[src/rtl/series_sum_engine.sv]
// Series accumulator: after a released start pulse, adds term(i) for i = 1..N
// (i, i*i or 2i-1) one per clock, with busy/done status and a sticky overflow flag.
module series_sum_engine #(
    parameter int N_W   = 8,
    parameter int SUM_W = 24
) (
    input  logic             clk,
    input  logic             rst,
    input  logic             start,
    input  logic             abort,
    input  logic [N_W-1:0]   n_in,
    input  logic [1:0]       mode,
    output logic             busy,
    output logic             done,
    output logic [SUM_W-1:0] sum,
    output logic             overflow
);

    localparam int TERM_W = 2 * N_W + 1;
    localparam int WIDE_W = (TERM_W > SUM_W) ? TERM_W : SUM_W;

    typedef enum logic [1:0] {
        IDLE     = 2'd0,
        WAIT_REL = 2'd1,
        CALC     = 2'd2,
        DONE     = 2'd3
    } state_e;

    state_e             state_q, state_d;
    logic [N_W:0]       cnt_q, cnt_d;
    logic [N_W-1:0]     n_q, n_d;
    logic [1:0]         mode_q, mode_d;
    logic [SUM_W-1:0]   sum_q, sum_d;
    logic               ovf_q, ovf_d;

    logic [TERM_W-1:0]  idx;
    logic [TERM_W-1:0]  term;
    logic [WIDE_W-1:0]  term_wide;
    logic [SUM_W:0]     add_res;
    logic               term_big;
    logic               last_step;
    logic               calc_step;
    logic               launch;

    // Term evaluated at full 2*N_W+1 precision before fitting it to SUM_W.
    assign idx = TERM_W'(cnt_q);

    always_comb begin
        unique case (mode_q)
            2'b01:   term = idx * idx;
            2'b10:   term = (idx << 1) - TERM_W'(1);
            default: term = idx;
        endcase
    end

    assign term_wide = WIDE_W'(term);
    assign term_big  = |(term_wide >> SUM_W);
    assign add_res   = {1'b0, sum_q} + {1'b0, term_wide[SUM_W-1:0]};
    assign last_step = (cnt_q == {1'b0, n_q});
    assign launch    = (state_q == IDLE) && start;
    assign calc_step = (state_q == CALC) && !abort && (n_q != '0);

    // State register and datapath flops.
    always_ff @(posedge clk) begin
        // NOTE: sequential state uses non-blocking assignments so every flop
        // samples the pre-edge values; reset is synchronous and active-low.
        if (!rst) begin
            state_q <= IDLE;
            cnt_q   <= '0;
            n_q     <= '0;
            mode_q  <= '0;
            sum_q   <= '0;
            ovf_q   <= 1'b0;
        end else begin
            state_q <= state_d;
            cnt_q   <= cnt_d;
            n_q     <= n_d;
            mode_q  <= mode_d;
            sum_q   <= sum_d;
            ovf_q   <= ovf_d;
        end
    end

    // Next-state logic.
    always_comb begin
        // NOTE: every always_comb output gets a default first so no path
        // leaves it unassigned, which would infer a latch.
        state_d = state_q;
        unique case (state_q)
            IDLE:     if (start) state_d = WAIT_REL;
            WAIT_REL: begin
                if (abort)       state_d = IDLE;
                else if (!start) state_d = CALC;
            end
            CALC: begin
                if (abort)                        state_d = IDLE;
                else if ((n_q == '0) || last_step) state_d = DONE;
            end
            DONE:     state_d = IDLE;
            default:  state_d = IDLE;
        endcase
    end

    // Datapath next values: capture on launch, one add per productive CALC cycle.
    always_comb begin
        cnt_d  = cnt_q;
        n_d    = n_q;
        mode_d = mode_q;
        sum_d  = sum_q;
        ovf_d  = ovf_q;
        if (launch) begin
            n_d    = n_in;
            mode_d = mode;
            cnt_d  = (N_W+1)'(1);
            sum_d  = '0;
            ovf_d  = 1'b0;
        end else if (calc_step) begin
            sum_d = add_res[SUM_W-1:0];
            cnt_d = cnt_q + (N_W+1)'(1);
            ovf_d = ovf_q | add_res[SUM_W] | term_big;
        end
    end

    // Status outputs decoded from the state alone.
    always_comb begin
        busy = (state_q == WAIT_REL) || (state_q == CALC);
        done = (state_q == DONE);
    end

    assign sum      = sum_q;
    assign overflow = ovf_q;

endmodule
[config.mk]
export PLATFORM = sky130hd
export DESIGN_NAME = series_sum_engine
export DESIGN_NICKNAME = d
export VERILOG_FILES = /design/src/rtl/series_sum_engine.sv
export SDC_FILE = /design/constraint.sdc
export NUM_CORES = 1
export LEC_CHECK = 0
export ABC_AREA = 1
export BUFFER_PORTS_ARGS = -buffer_cell sky130_fd_sc_hd__buf_4
export CORE_MARGIN = 3
export CORE_UTILIZATION = 50
export DETAILED_ROUTE_END_ITERATION = 6
export HOLD_SLACK_MARGIN = 0.1
export PLACE_DENSITY = 0.68
export SLEW_MARGIN = 15
export SYNTH_ARGS = -nofsm -noshare
export SYNTH_HDL_FRONTEND = slang
export SYNTH_SLANG_ARGS = --single-unit
[constraint.sdc]
create_clock -name clk -period 6.7 [get_ports clk]
set_input_delay 0.335 -clock clk [delete_from_list [all_inputs] [get_ports clk]]
set_output_delay 0.335 -clock clk [all_outputs]
set_load 0.1 [all_outputs]
# Word level (Yosys, flattened, before mapping)
# Index checks and enable logic that the tools add are counted.
# op_classes
addsub,3
n_bitwise,2
n_eq_ne,9
reduce_logical,12
mux,9
mul,1
# ops
cell,count
one-hot mux 17 bit (2 select lines),1
adder 24 x 17 -> 25 bit,1
multiplier 9 x 9 -> 17 bit,1
subtractor 10 x 1 -> 11 bit (second input constant),1
two-way mux 2 bit,5
adder 9 x 1 -> 9 bit (second input constant),1
== test 9 x 8 -> 1 bit,1
logical NOT 8 bit,1
one-hot mux 2 bit (4 select lines),1
nonzero test 8 bit,1
== test 2 bit (second input constant),3
== test 2 x 1 -> 1 bit (second input constant),2
logical AND 1 bit,3
!= test 3 x 2 -> 1 bit (second input constant),1
!= test 3 bit (second input constant),1
AND reduction 3 bit,1
logical NOT 2 bit,1
logical OR 1 bit,2
two-way mux 1 bit,2
!= test 2 bit (second input constant),1
nonzero test 2 bit,1
OR reduction 2 bit,1
logical NOT 1 bit,1
inverter 1 bit,1
bitwise OR 1 bit,1
# totals
elab_cells,43
output_inout_bits,27
ff_bits,46
in_bits,14

# Longest topological paths before layout
# Gate-level depths: netlist (run 1).
# logic_depth
depth_word,5
mapped_depth,34
ltp_nobuf,32

# Least setup slack after synthesis (run 1)
# No wires, ideal clock.
# synth_path
path_kind,reg-to-reg
from,reg cnt_q[6]
to,reg sum_q[19] (netlist: sum[19])
required_time_ns,6.581
arrival_ns,5.426
synth_period_minus_slack_ns,5.545
setup_time_ns,0.119
path_stages_with_launch,28
path_buffers,2
path_slack_ns,1.155
cell_sequence,dfxtp_1 buf_2 clkbuf_1 nand2_1 fa_1 inv_1 fa_1 inv_1 fa_1 fa_1 inv_1 ha_1 a21oi_1 nand2_1 nand2_1 nand3_1 or2_2 nand3_1 a21oi_1 ha_1 nand2_1 nor2_1 and2_1 nand4_1 nand3_2 nand3_1 nand2_1 nor2_1
# synth_between
elab_chain_cells,3
elab_cells_between_ends,4
cone_classes,add/sub (2); mul (1); mux (1)
# synth_rtl
element,line_no,text
"start, declared",30,"logic [N_W:0] cnt_q, cnt_d;"
"start signal, assigned",76,cnt_q <= cnt_d;
multiplier 9 x 9 -> 17 bit / subtractor 10 x 1 -> 11 bit (equally long branches),"50, 51",
one-hot mux 17 bit (2 select lines) (*),49,unique case (mode_q)
adder 24 x 17 -> 25 bit (*),58,"assign add_res = {1'b0, sum_q} + {1'b0, term_wide[SUM_W-1:0]};"
"end signal, assigned",79,sum_q <= sum_d;
"end, declared",33,"logic [SUM_W-1:0] sum_q, sum_d;"
# Mark *: on every way between the ends. The rest lies on a longest branch, timed or not.
# A chain may end at the register's enable or synchronous reset.

# Final worst setup path (run 1)
# layout_path
from,reg cnt_q[5]
to,reg sum_q[19] (netlist: sum[19])
# Same word-level chain as after synthesis.

==> impl_metrics.yaml, run 1 <==
power_and_ir_drop:
  power.static_leakage_nw: 3.52
  power.density_nw_per_um2: 140
  worst_ir_drop_vdd_uv: 166
synthesis:
  synthesis.area_per_instance_um2: 6.51
  yosysWarnings: 0
  synth_most_common_cell: "sky130_fd_sc_hd__nand2_1"
  synth_area_leaders: "sky130_fd_sc_hd__dfxtp_1, sky130_fd_sc_hd__nand2_1, sky130_fd_sc_hd__ha_1"
  synth.yosys.seq_area_share: 0.156
  synth_largest_area_cell: "sky130_fd_sc_hd__dfxtp_1"
  yosys_most_used_dff: "sky130_fd_sc_hd__dfxtp_1"
  syn_inst: 909
  area_share_of_the_largest_cell_type_after_synthesis: 0.156
  ys_seq_elements: 46
  postSynth.asyncResetShare: 0
  syn_nets: 1019
  synthTopCellsByCount: "sky130_fd_sc_hd__nand2_1, sky130_fd_sc_hd__inv_1, sky130_fd_sc_hd__nor2_1"
  synth_area_um2: 5920
  synth_cell_type_count: 46
  synth_enable_flop_cells: 0
sta:
  final.period_utilization: 0.897
  finalMaxSlewViolations: 0
  fin_worst_skew_ns: 0.0104
  min_period_ns: 6.01
  totalNegativeSetupSlack_ns: 0
  timing.fmax_mhz: 166
  final.setup.worst_slack_ns: 0.690
  worst_slew_pin_slew_ns: 1.01
  timing.max_slew.rel_slack: 0.326
  fin_worst_hold_slack_ns: 0.286
  rsz0062_at_grt: "false"
  final_hold_viol_count: 0
  setup_viol: 0
cts:
  cts.path.max_buffers: 2
  post-cts-setup-buffers: 0
  numCtsBuffers: 5
  ctsRootBufferMaster: "sky130_fd_sc_hd__clkbuf_16"
  cts.clk_slew.worst_paths_ns: 0.07
  tritoncts: "yes"
  cts_htree_levels: 2
  clock_sink_count: 46
  worstSkewPairLatency_ns: 0.30
critical_path:
  worstRegToRegCells: 25
  criticalPathCategory: "flip-flop to flip-flop"
  critPathRequiredTime_ns: 6.90
  setup.worst_path.end_class: "flip-flop"
  crit_arrival_ns: 6.21
  reg2reg_slack_ns: 0.69
  worst_setup_path_start_kind: "flip-flop"
  worst_r2r_startpoint: "cnt_q[5]"
  worstReg2RegEnd: "sum[19]"
  timing.critical_path.fanout_max: 16
layout:
  final_util: 0.557
  n_fill_cell: 1180
  number_of_nets_in_the_finished_design: 1044
  antenna_fix_cells: 0
  syn2layout_area_growth_pct: 8.32
  final_cell_count_no_fill: 1078
  layout_cells_sized_above_1: 0.0930
  footprint_of_the_multi_input_gates_um2: 4190
  sequential_cell_area_um2: 922
min_path:
  hold_path.startpoint: "n_in[6]"
  worstHoldEndpoint: "n_q[6]"
  hold_path_depth: 3
  hold_path.class: "input pin to flip-flop"
floorplanning:
  chipHeight_um: 115
  die_area_um2: 13200
  floorplan.core_area_um2: 11500
  floorplan.initialDensity: 0.514
  dieWidth_um: 115
  number_of_top_level_pins: 41
  row_count: 39
place:
  post-place-cells: 1070
  port-buffer-count: 40
  pre_cts_slack_ns: 0.585
  hpwlAfterDp_um: 11800
  place_congestion: 0.948
routing:
  drt_first_pass_iters: 5
  drt-initial-drc-count: 384
  via_per_inst: 5.10
  antenna_left: 0
  vias: 5497
  routed_wire_length_per_instance_um: 13.5
  drc_violation_count_after_routing: 0
  drt_wirelength_um: 14600
global_routing:
  antenna_found_initial: 0
  first_global_vias: 5256
  globalRouteTotalUtil: 0.233
  grt_total_ovfl: 0
  grt_pass1_wl_um: 25000
  grt_max_degree: 41
run:
  max_cap_violations: 0
outcome:
  run_status: "complete, no violations"
-- through the flow --
stage | power, mW | cell area (µm²)
2_1_floorplan | 0.578 | 5920
3_3_place_gp | 0.642 | 6270
3_5_place_dp | 0.643 | 6270
4_1_cts | 0.902 | 6410
5_1_grt | 0.947 | 6410
6_report | 0.897 | 6410
-- logic make-up (layout without fill, tap and decap cells) --
family,count (synthesis),in the layout,synth area share
simple gates,425,425,0.317
buf+inv,200,226,0.137
compound gates,121,121,0.111
fa+ha+maj,96,96,0.248
flops,46,46,0.156
xor+xnor,21,21,0.0311
-- where the power goes --
part / total (mW) / switching (mW) / internal [mW]
sequential: 0.310 / 0.0186 / 0.291
combinational: 0.328 / 0.229 / 0.0987
clock: 0.259 / 0.120 / 0.139
-- worst max-delay path by stage --
stage                         from       to  slack, ns  cells past startpoint
after floorplan           cnt_q[6]  sum[19]       1.15                     27
after global routing      cnt_q[5]  sum[17]       0.16                     26
after global placement    cnt_q[6]  sum[19]       0.67                     25
final                     cnt_q[5]  sum[19]       0.69                     25
after detailed placement  cnt_q[6]  sum[19]       0.58                     25
after CTS                 cnt_q[6]  sum[19]       0.58                     25
-- placed cells by master, fill, tap and decap left out, types with 5 or more instances in the layout --
master / Yosys / final
sky130_fd_sc_hd__fa_1: 36 / 36
sky130_fd_sc_hd__nor3_1: 7 / 7
sky130_fd_sc_hd__xor2_1: 12 / 12
sky130_fd_sc_hd__nand2_2: 7 / 7
sky130_fd_sc_hd__inv_1: 172 / 172
sky130_fd_sc_hd__nand4_1: 7 / 7
sky130_fd_sc_hd__ha_1: 60 / 60
sky130_fd_sc_hd__or2_2: 6 / 6
sky130_fd_sc_hd__nor2_1: 93 / 93
sky130_fd_sc_hd__buf_4: 1 / 43
sky130_fd_sc_hd__nand3_1: 68 / 68
sky130_fd_sc_hd__xnor2_1: 9 / 9
sky130_fd_sc_hd__clkbuf_16: 0 / 5
sky130_fd_sc_hd__o21ai_0: 42 / 42
sky130_fd_sc_hd__dfxtp_1: 46 / 45
sky130_fd_sc_hd__nand2_1: 210 / 210
sky130_fd_sc_hd__a21oi_1: 63 / 63
-- critical path, cell delays in order (launching register included) --
cell,delay (ns)
sky130_fd_sc_hd__dfxtp_1,0.77
sky130_fd_sc_hd__nand2_1,0.20
sky130_fd_sc_hd__fa_1,0.57
sky130_fd_sc_hd__inv_1,0.07
sky130_fd_sc_hd__fa_1,0.50
sky130_fd_sc_hd__inv_1,0.05
sky130_fd_sc_hd__fa_1,0.46
sky130_fd_sc_hd__fa_1,0.55
sky130_fd_sc_hd__inv_1,0.05
sky130_fd_sc_hd__ha_1,0.35
sky130_fd_sc_hd__a21oi_1,0.23
sky130_fd_sc_hd__nand2_1,0.16
sky130_fd_sc_hd__nand2_1,0.10
sky130_fd_sc_hd__nand3_1,0.10
sky130_fd_sc_hd__or2_2,0.29
sky130_fd_sc_hd__nand3_1,0.06
sky130_fd_sc_hd__a21oi_1,0.08
sky130_fd_sc_hd__ha_1,0.42
sky130_fd_sc_hd__nand2_1,0.12
sky130_fd_sc_hd__nor2_1,0.19
sky130_fd_sc_hd__and2_1,0.17
sky130_fd_sc_hd__nand4_1,0.09
sky130_fd_sc_hd__nand3_2,0.12
sky130_fd_sc_hd__nand3_1,0.07
sky130_fd_sc_hd__nand2_1,0.09
sky130_fd_sc_hd__nor2_1,0.04
-- registers in the layout (all words and copies together), names as in the netlist --
signal,cells
overflow,1
cnt_q,9
state_q,2
sum,24
mode_q,2
n_q,8
-- layout make-up --
class / count / share of cell area
Tap cell: 143 / 0.0279
Inverter: 175 / 0.102
Multi-Input combinational cell: 663 / 0.653
Timing Repair Buffer: 43 / 0.0503
Clock inverter: 2 / 0.00215
Sequential cell: 46 / 0.144
Clock buffer: 6 / 0.0201
-- layer usage --
metal  part of all wire  GRT usage  routed length [µm]
met1               0.51      0.343                7430
met2               0.43      0.364                6240
met3              0.049     0.0311                 713
met4              0.013     0.0509                 195
met5                  0          0                   0
-- timing repair --
item                                    in CTS  in global routing
hold buffers                                 0                  0
endpoints found under the setup margin       0                  1
gates resized for setup                      0                  1
(Power assumes the default switching activity.)
==> inputs of run 2 (changes only) <==
--- a/config.mk
+++ b/config.mk
@@ -6,7 +6,7 @@
 export NUM_CORES = 1
 export LEC_CHECK = 0
 export ABC_AREA = 1
-export BUFFER_PORTS_ARGS = -buffer_cell sky130_fd_sc_hd__buf_4
+export BUFFER_PORTS_ARGS = -buffer_cell sky130_fd_sc_hd__buf_2
 export CORE_MARGIN = 3
 export CORE_UTILIZATION = 50
 export DETAILED_ROUTE_END_ITERATION = 6
==> run 2 against run 1 <==
Compared with the run above:
- final cell count unchanged
- count of clock-buffer cells in the layout is the same
- via count increased by 1.3%
- design area down 1.6%
- clock skew shrank 0.0040 ns
- setup slack worse by 0.14 ns
- flip-flop and latch count stayed put
- hold slack barely moved
- register-to-register slack got worse by 0.14 ns
- wire length increased by 1.7%
- critical path depth did not move
==> impl_metrics.yaml, run 2 (synthesis gave the netlist of run 1 again) <==
outcome:
  run_status: "complete, no violations"
min_path:
  hold_path.class: "input pin to flip-flop"
  hold_path_depth: 3
floorplanning:
  floorplan.initialDensity: 0.514
  dieWidth_um: 115
  row_count: 39
  chipHeight_um: 115
  number_of_top_level_pins: 41
  die_area_um2: 13200
  floorplan.core_area_um2: 11500
global_routing:
  grt_max_degree: 41
  antenna_found_initial: 0
  grt_total_ovfl: 0
  first_global_vias: 5341
  use_met2: 0.368
  groute.layer.met1.usage: 0.352
  grt_pass1_wl_um: 25400
  globalRouteTotalUtil: 0.237
  busiest_grt_layer: "met2"
  grt_util_met3: 0.0300
place:
  post-place-cells: 1070
  place_congestion: 0.950
  hpwlAfterDp_um: 11900
  port-buffer-count: 40
critical_path:
  critPathRequiredTime_ns: 6.89
  criticalPathCategory: "flip-flop to flip-flop"
  timing.critical_path.slowest_stage_cell: "sky130_fd_sc_hd__dfxtp_1"
  worstRegToRegCells: 25
  reg2reg_slack_ns: 0.55
  crit_arrival_ns: 6.34
  setup.worst_path.end_class: "flip-flop"
  critical_path.n_buffers_inverters: 3
  crit_family: "adder cells"
  worst_setup_path_start_kind: "flip-flop"
  timing.critical_path.fanout_max: 20
  cpPeakStageDelay_ns: 0.83
  levels_on_crit_path: 25
  critical_path.most_common_cell: "sky130_fd_sc_hd__nand2_1"
sta:
  timing.max_slew.rel_slack: 0.314
  final_hold_viol_count: 0
  totalNegativeSetupSlack_ns: 0
  fin_worst_skew_ns: 0.00632
  worst_slew_pin_slew_ns: 1.03
  finalMaxSlewViolations: 0
  timing.fmax_mhz: 163
  rsz0062_at_grt: "false"
  final.period_utilization: 0.918
  setup_viol: 0
  min_period_ns: 6.15
cts:
  ctsRootBufferMaster: "sky130_fd_sc_hd__clkbuf_16"
  worstSkewPairLatency_ns: 0.29
  post-cts-setup-buffers: 0
  hold_buffers: 0
  cts_resized: 0
  cts_htree_levels: 2
  cts.clk_slew.worst_paths_ns: 0.07
  cts.path.max_buffers: 2
  clock_sink_count: 46
  tritoncts: "yes"
  numCtsBuffers: 5
routing:
  drt-initial-drc-count: 377
  drt_wirelength_um: 14800
  vias: 5568
  routed_wire_length_per_instance_um: 13.7
  drt_first_pass_iters: 5
  via_per_inst: 5.17
  drc_violation_count_after_routing: 0
  antenna_left: 0
layout:
  n_fill_cell: 1207
  number_of_nets_in_the_finished_design: 1044
  layout_cells_sized_above_1: 0.0920
  most_frequent_standard_cell_in_the_layout_excluding_fill_and_tap_cells: "sky130_fd_sc_hd__nand2_1"
  layout.cells.most_common_list: "sky130_fd_sc_hd__nand2_1, sky130_fd_sc_hd__inv_1, sky130_fd_sc_hd__nor2_1, sky130_fd_sc_hd__nand3_1, sky130_fd_sc_hd__a21oi_1"
  syn2layout_area_growth_pct: 6.61
  footprint_of_the_multi_input_gates_um2: 4190
  final_cell_count_no_fill: 1078
  sequential_cell_area_um2: 921
  antenna_fix_cells: 0
  largest_reg_flops: 24
power_and_ir_drop:
  worst_ir_drop_vdd_uv: 195
  power.static_leakage_nw: 3.51
  power.density_nw_per_um2: 140
run:
  max_cap_violations: 0
==> run 2: cell counts in the layout (fill, tap and decap cells not counted) <==
Identical to the previous run, type by type.
==> run 2: final timing paths <==
path / from / to
worst max register to register: cnt_q[6] / sum[19]
worst max-delay path: cnt_q[6] / sum[19]
worst min register to register: overflow / overflow
worst min-delay path: n_in[1] / n_q[1]
==> run 2: per-layer routing <==
layer,vias up,share of wire
met5,-,0
met1,2528,0.51
met2,127,0.42
met4,0,0.014
met3,18,0.050
li1,2895,-
==> run 2: area by class of cell <==
cell class              count  area share
repair buffers             43      0.0353
inverters                 175       0.104
clock buffers               6      0.0204
multi-input cells         663       0.664
well taps                 143      0.0283
flip-flops and latches     46       0.146
clock inverters             2     0.00218
==> run 2: through the flow <==
stage	utilization	worst slack, ns	power, mW	area, µm²	hold WS, ns
after global placement	0.536	0.699	0.635	6170	0.441
after CTS	0.548	0.589	0.894	6310	0.289
final	0.548	0.550	0.885	6310	0.286
after global routing	0.548	0.0884	0.944	6310	0.302
after floorplan	-	1.15	0.578	5920	0.451
after detailed placement	0.536	0.614	0.635	6170	0.446
==> run 2: power by group <==
part           switching (mW)  internal (mW)  total, mW
sequential             0.0171          0.291      0.308
combinational           0.229         0.0923      0.321
clock                   0.116          0.139      0.255
total                   0.362          0.523      0.885
==> run 2: tightest hold or removal path: cells and delay by family <==
family	cells	cell delay [ns]
buffers and inverters	1	0.07
and+or+nand+nor	1	0.07
AOI/OAI and AO/OA	1	0.07
==> inputs of run 3 (changes only) <==
--- a/config.mk
+++ b/config.mk
@@ -7,10 +7,12 @@
 export LEC_CHECK = 0
 export ABC_AREA = 1
 export BUFFER_PORTS_ARGS = -buffer_cell sky130_fd_sc_hd__buf_2
+export CAP_MARGIN = 20
 export CORE_MARGIN = 3
 export CORE_UTILIZATION = 50
 export DETAILED_ROUTE_END_ITERATION = 6
 export HOLD_SLACK_MARGIN = 0.1
+export MAX_ROUTING_LAYER = met4
 export PLACE_DENSITY = 0.68
 export SLEW_MARGIN = 15
 export SYNTH_ARGS = -nofsm -noshare
==> run 3 against run 2 <==
Compared with the run above:
- maximum frequency grew 1.3%
- count of clock-buffer cells in the layout shrank 1
- wire length shrank 1.2%
- clock power grew 16%
- core utilization grew 0.29 points
- non-clock buffer count grew 1
- critical path type unchanged
- largest power group unchanged
- combinational power is essentially flat
- critical endpoint is now sum[20]
- sequential power is essentially flat
- hold slack gained 0.0050 ns
==> impl_metrics.yaml, run 3 (synthesis gave the netlist of run 1 again) <==
layout:
  layout.cells.most_common_list: "sky130_fd_sc_hd__nand2_1, sky130_fd_sc_hd__inv_1, sky130_fd_sc_hd__nor2_1, sky130_fd_sc_hd__nand3_1, sky130_fd_sc_hd__a21oi_1"
  layout_cells_sized_above_1: 0.0940
  largest_reg_flops: 24
  number_of_nets_in_the_finished_design: 1045
  most_frequent_standard_cell_in_the_layout_excluding_fill_and_tap_cells: "sky130_fd_sc_hd__nand2_1"
  n_fill_cell: 1195
  final_util: 0.551
  final_cell_count_no_fill: 1079
  syn2layout_area_growth_pct: 7.18
  antenna_fix_cells: 0
global_routing:
  globalRouteTotalUtil: 0.240
  grt_pass1_wl_um: 25100
  grt_max_degree: 41
  grt_total_ovfl: 0
  first_global_vias: 5172
  antenna_found_initial: 0
floorplanning:
  floorplan.initialDensity: 0.514
  floorplan.core_area_um2: 11500
  die_area_um2: 13200
  chipHeight_um: 115
  number_of_top_level_pins: 41
  dieWidth_um: 115
  row_count: 39
sta:
  final_hold_viol_count: 0
  min_period_ns: 6.07
  rsz0062_at_grt: "false"
  final.period_utilization: 0.906
  setup_viol: 0
  timing.max_slew.rel_slack: 0.322
  fin_worst_skew_ns: 0.0143
  finalMaxSlewViolations: 0
  totalNegativeSetupSlack_ns: 0
  timing.fmax_mhz: 165
  worst_slew_pin_slew_ns: 1.01
power_and_ir_drop:
  power.share.combinational: 0.348
  clock_power_share: 0.320
  power.static_leakage_nw: 3.53
  worst_ir_drop_vdd_uv: 146
  cell_internal_pwr_mw: 0.561
  net-switching-power_mw: 0.367
  pwr-share-seq: 0.331
  power.density_nw_per_um2: 146
  power.switching_fraction: 0.396
critical_path:
  crit_arrival_ns: 6.31
  worst_setup_path_start_kind: "flip-flop"
  setup.worst_path.end_class: "flip-flop"
  worstRegToRegCells: 26
  worst_r2r_startpoint: "cnt_q[2]"
  critPathRequiredTime_ns: 6.94
  worstReg2RegEnd: "sum[20]"
  timing.critical_path.fanout_max: 17
  reg2reg_slack_ns: 0.63
  worst_setup_path_startpoint: "cnt_q[2]"
  criticalPathCategory: "flip-flop to flip-flop"
  endpoint: "sum[20]"
place:
  port-buffer-count: 40
  post-place-cells: 1071
  place_congestion: 1.02
  hpwlAfterDp_um: 11800
cts:
  tritoncts: "yes"
  cts_resized: 0
  clock_sink_count: 46
  ctsRootBufferMaster: "sky130_fd_sc_hd__clkbuf_16"
  cts.clk_slew.worst_paths_ns: 0.08
  post-cts-setup-buffers: 0
  numCtsBuffers: 5
  worstSkewPairLatency_ns: 0.30
  hold_buffers: 0
  cts_htree_levels: 2
  cts.path.max_buffers: 2
outcome:
  run_status: "complete, no violations"
routing:
  routed_wire_length_per_instance_um: 13.6
  drc_violation_count_after_routing: 0
  antenna_left: 0
  via_per_inst: 5.12
  drt-initial-drc-count: 357
  drt_wirelength_um: 14600
  vias: 5525
  drt_first_pass_iters: 5
min_path:
  hold_path.class: "input pin to flip-flop"
  hold_path_depth: 3
run:
  max_cap_violations: 0
## run 3: worst min-delay path by stage
| stage | start | end | slack, ns |
|---|---|---|---|
| final | n_in[1] | n_q[1] | 0.29 |
| after global routing | n_in[4] | n_q[4] | 0.33 |
| after CTS | n_in[1] | n_q[1] | 0.29 |
| after detailed placement | overflow | overflow | 0.44 |
| after global placement | overflow | overflow | 0.44 |
| after floorplan | mode_q[1] | mode_q[1] | 0.45 |
## run 3: stage by stage
| stage | hold WS [ns] | worst slack, ns | area, µm² | total power [mW] |
|---|---|---|---|---|
| after CTS | 0.292 | 0.688 | 6350 | 0.932 |
| final | 0.291 | 0.632 | 6350 | 0.928 |
| after detailed placement | 0.443 | 0.707 | 6180 | 0.636 |
| after global placement | 0.442 | 0.823 | 6180 | 0.635 |
| after floorplan | 0.451 | 1.15 | 5920 | 0.578 |
| after global routing | 0.325 | 0.136 | 6350 | 0.982 |
## run 3: area by class of cell
cell class | count | area [µm²] | share of cell area
Multi-Input combinational cell | 663 | 4190 | 0.660
Sequential cell | 46 | 921 | 0.145
Inverter | 175 | 657 | 0.103
Timing Repair Buffer | 44 | 230 | 0.0363
Tap cell | 143 | 179 | 0.0282
Clock buffer | 5 | 125 | 0.0197
Clock inverter | 3 | 43.8 | 0.00690
## run 3: critical path: stages, from the launching register on
cell                      delay (ns)
sky130_fd_sc_hd__dfxtp_1        0.80
sky130_fd_sc_hd__nand2_1        0.19
sky130_fd_sc_hd__fa_1           0.58
sky130_fd_sc_hd__inv_1          0.08
sky130_fd_sc_hd__fa_1           0.51
sky130_fd_sc_hd__inv_1          0.05
sky130_fd_sc_hd__fa_1           0.46
sky130_fd_sc_hd__fa_1           0.56
sky130_fd_sc_hd__inv_1          0.05
sky130_fd_sc_hd__ha_1           0.35
sky130_fd_sc_hd__a21oi_1        0.21
sky130_fd_sc_hd__nand2_1        0.14
sky130_fd_sc_hd__nand2_1        0.09
sky130_fd_sc_hd__nand3_1        0.09
sky130_fd_sc_hd__or2_2          0.29
sky130_fd_sc_hd__nand3_1        0.07
sky130_fd_sc_hd__a21oi_1        0.08
sky130_fd_sc_hd__ha_1           0.42
sky130_fd_sc_hd__nand2_1        0.13
sky130_fd_sc_hd__nor2_1         0.17
sky130_fd_sc_hd__and2_1         0.17
sky130_fd_sc_hd__nand3_1        0.09
sky130_fd_sc_hd__nand3_2        0.11
sky130_fd_sc_hd__nand2_2        0.06
sky130_fd_sc_hd__nand2_1        0.11
sky130_fd_sc_hd__nand2_1        0.05
sky130_fd_sc_hd__nor2_1         0.10
## run 3: power by group through the flow
| stage | Clock, mW | Sequential, mW | Combinational (mW) |
|---|---|---|---|
| floorplan | 0 | 0.348 | 0.230 |
| detailed placement | 0 | 0.314 | 0.322 |
| global route | 0.309 | 0.310 | 0.363 |
| CTS | 0.300 | 0.308 | 0.324 |
| finish | 0.297 | 0.308 | 0.323 |
| global placement | 0 | 0.314 | 0.321 |
## run 3: layer usage
metal  global-route usage  part of all wire  up-vias
li1                     -                 -     2896
met1                0.360              0.52     2465
met2                0.357              0.42      153
met3               0.0237             0.059       11
met4               0.0360            0.0080        0
met5                    -                 0        -
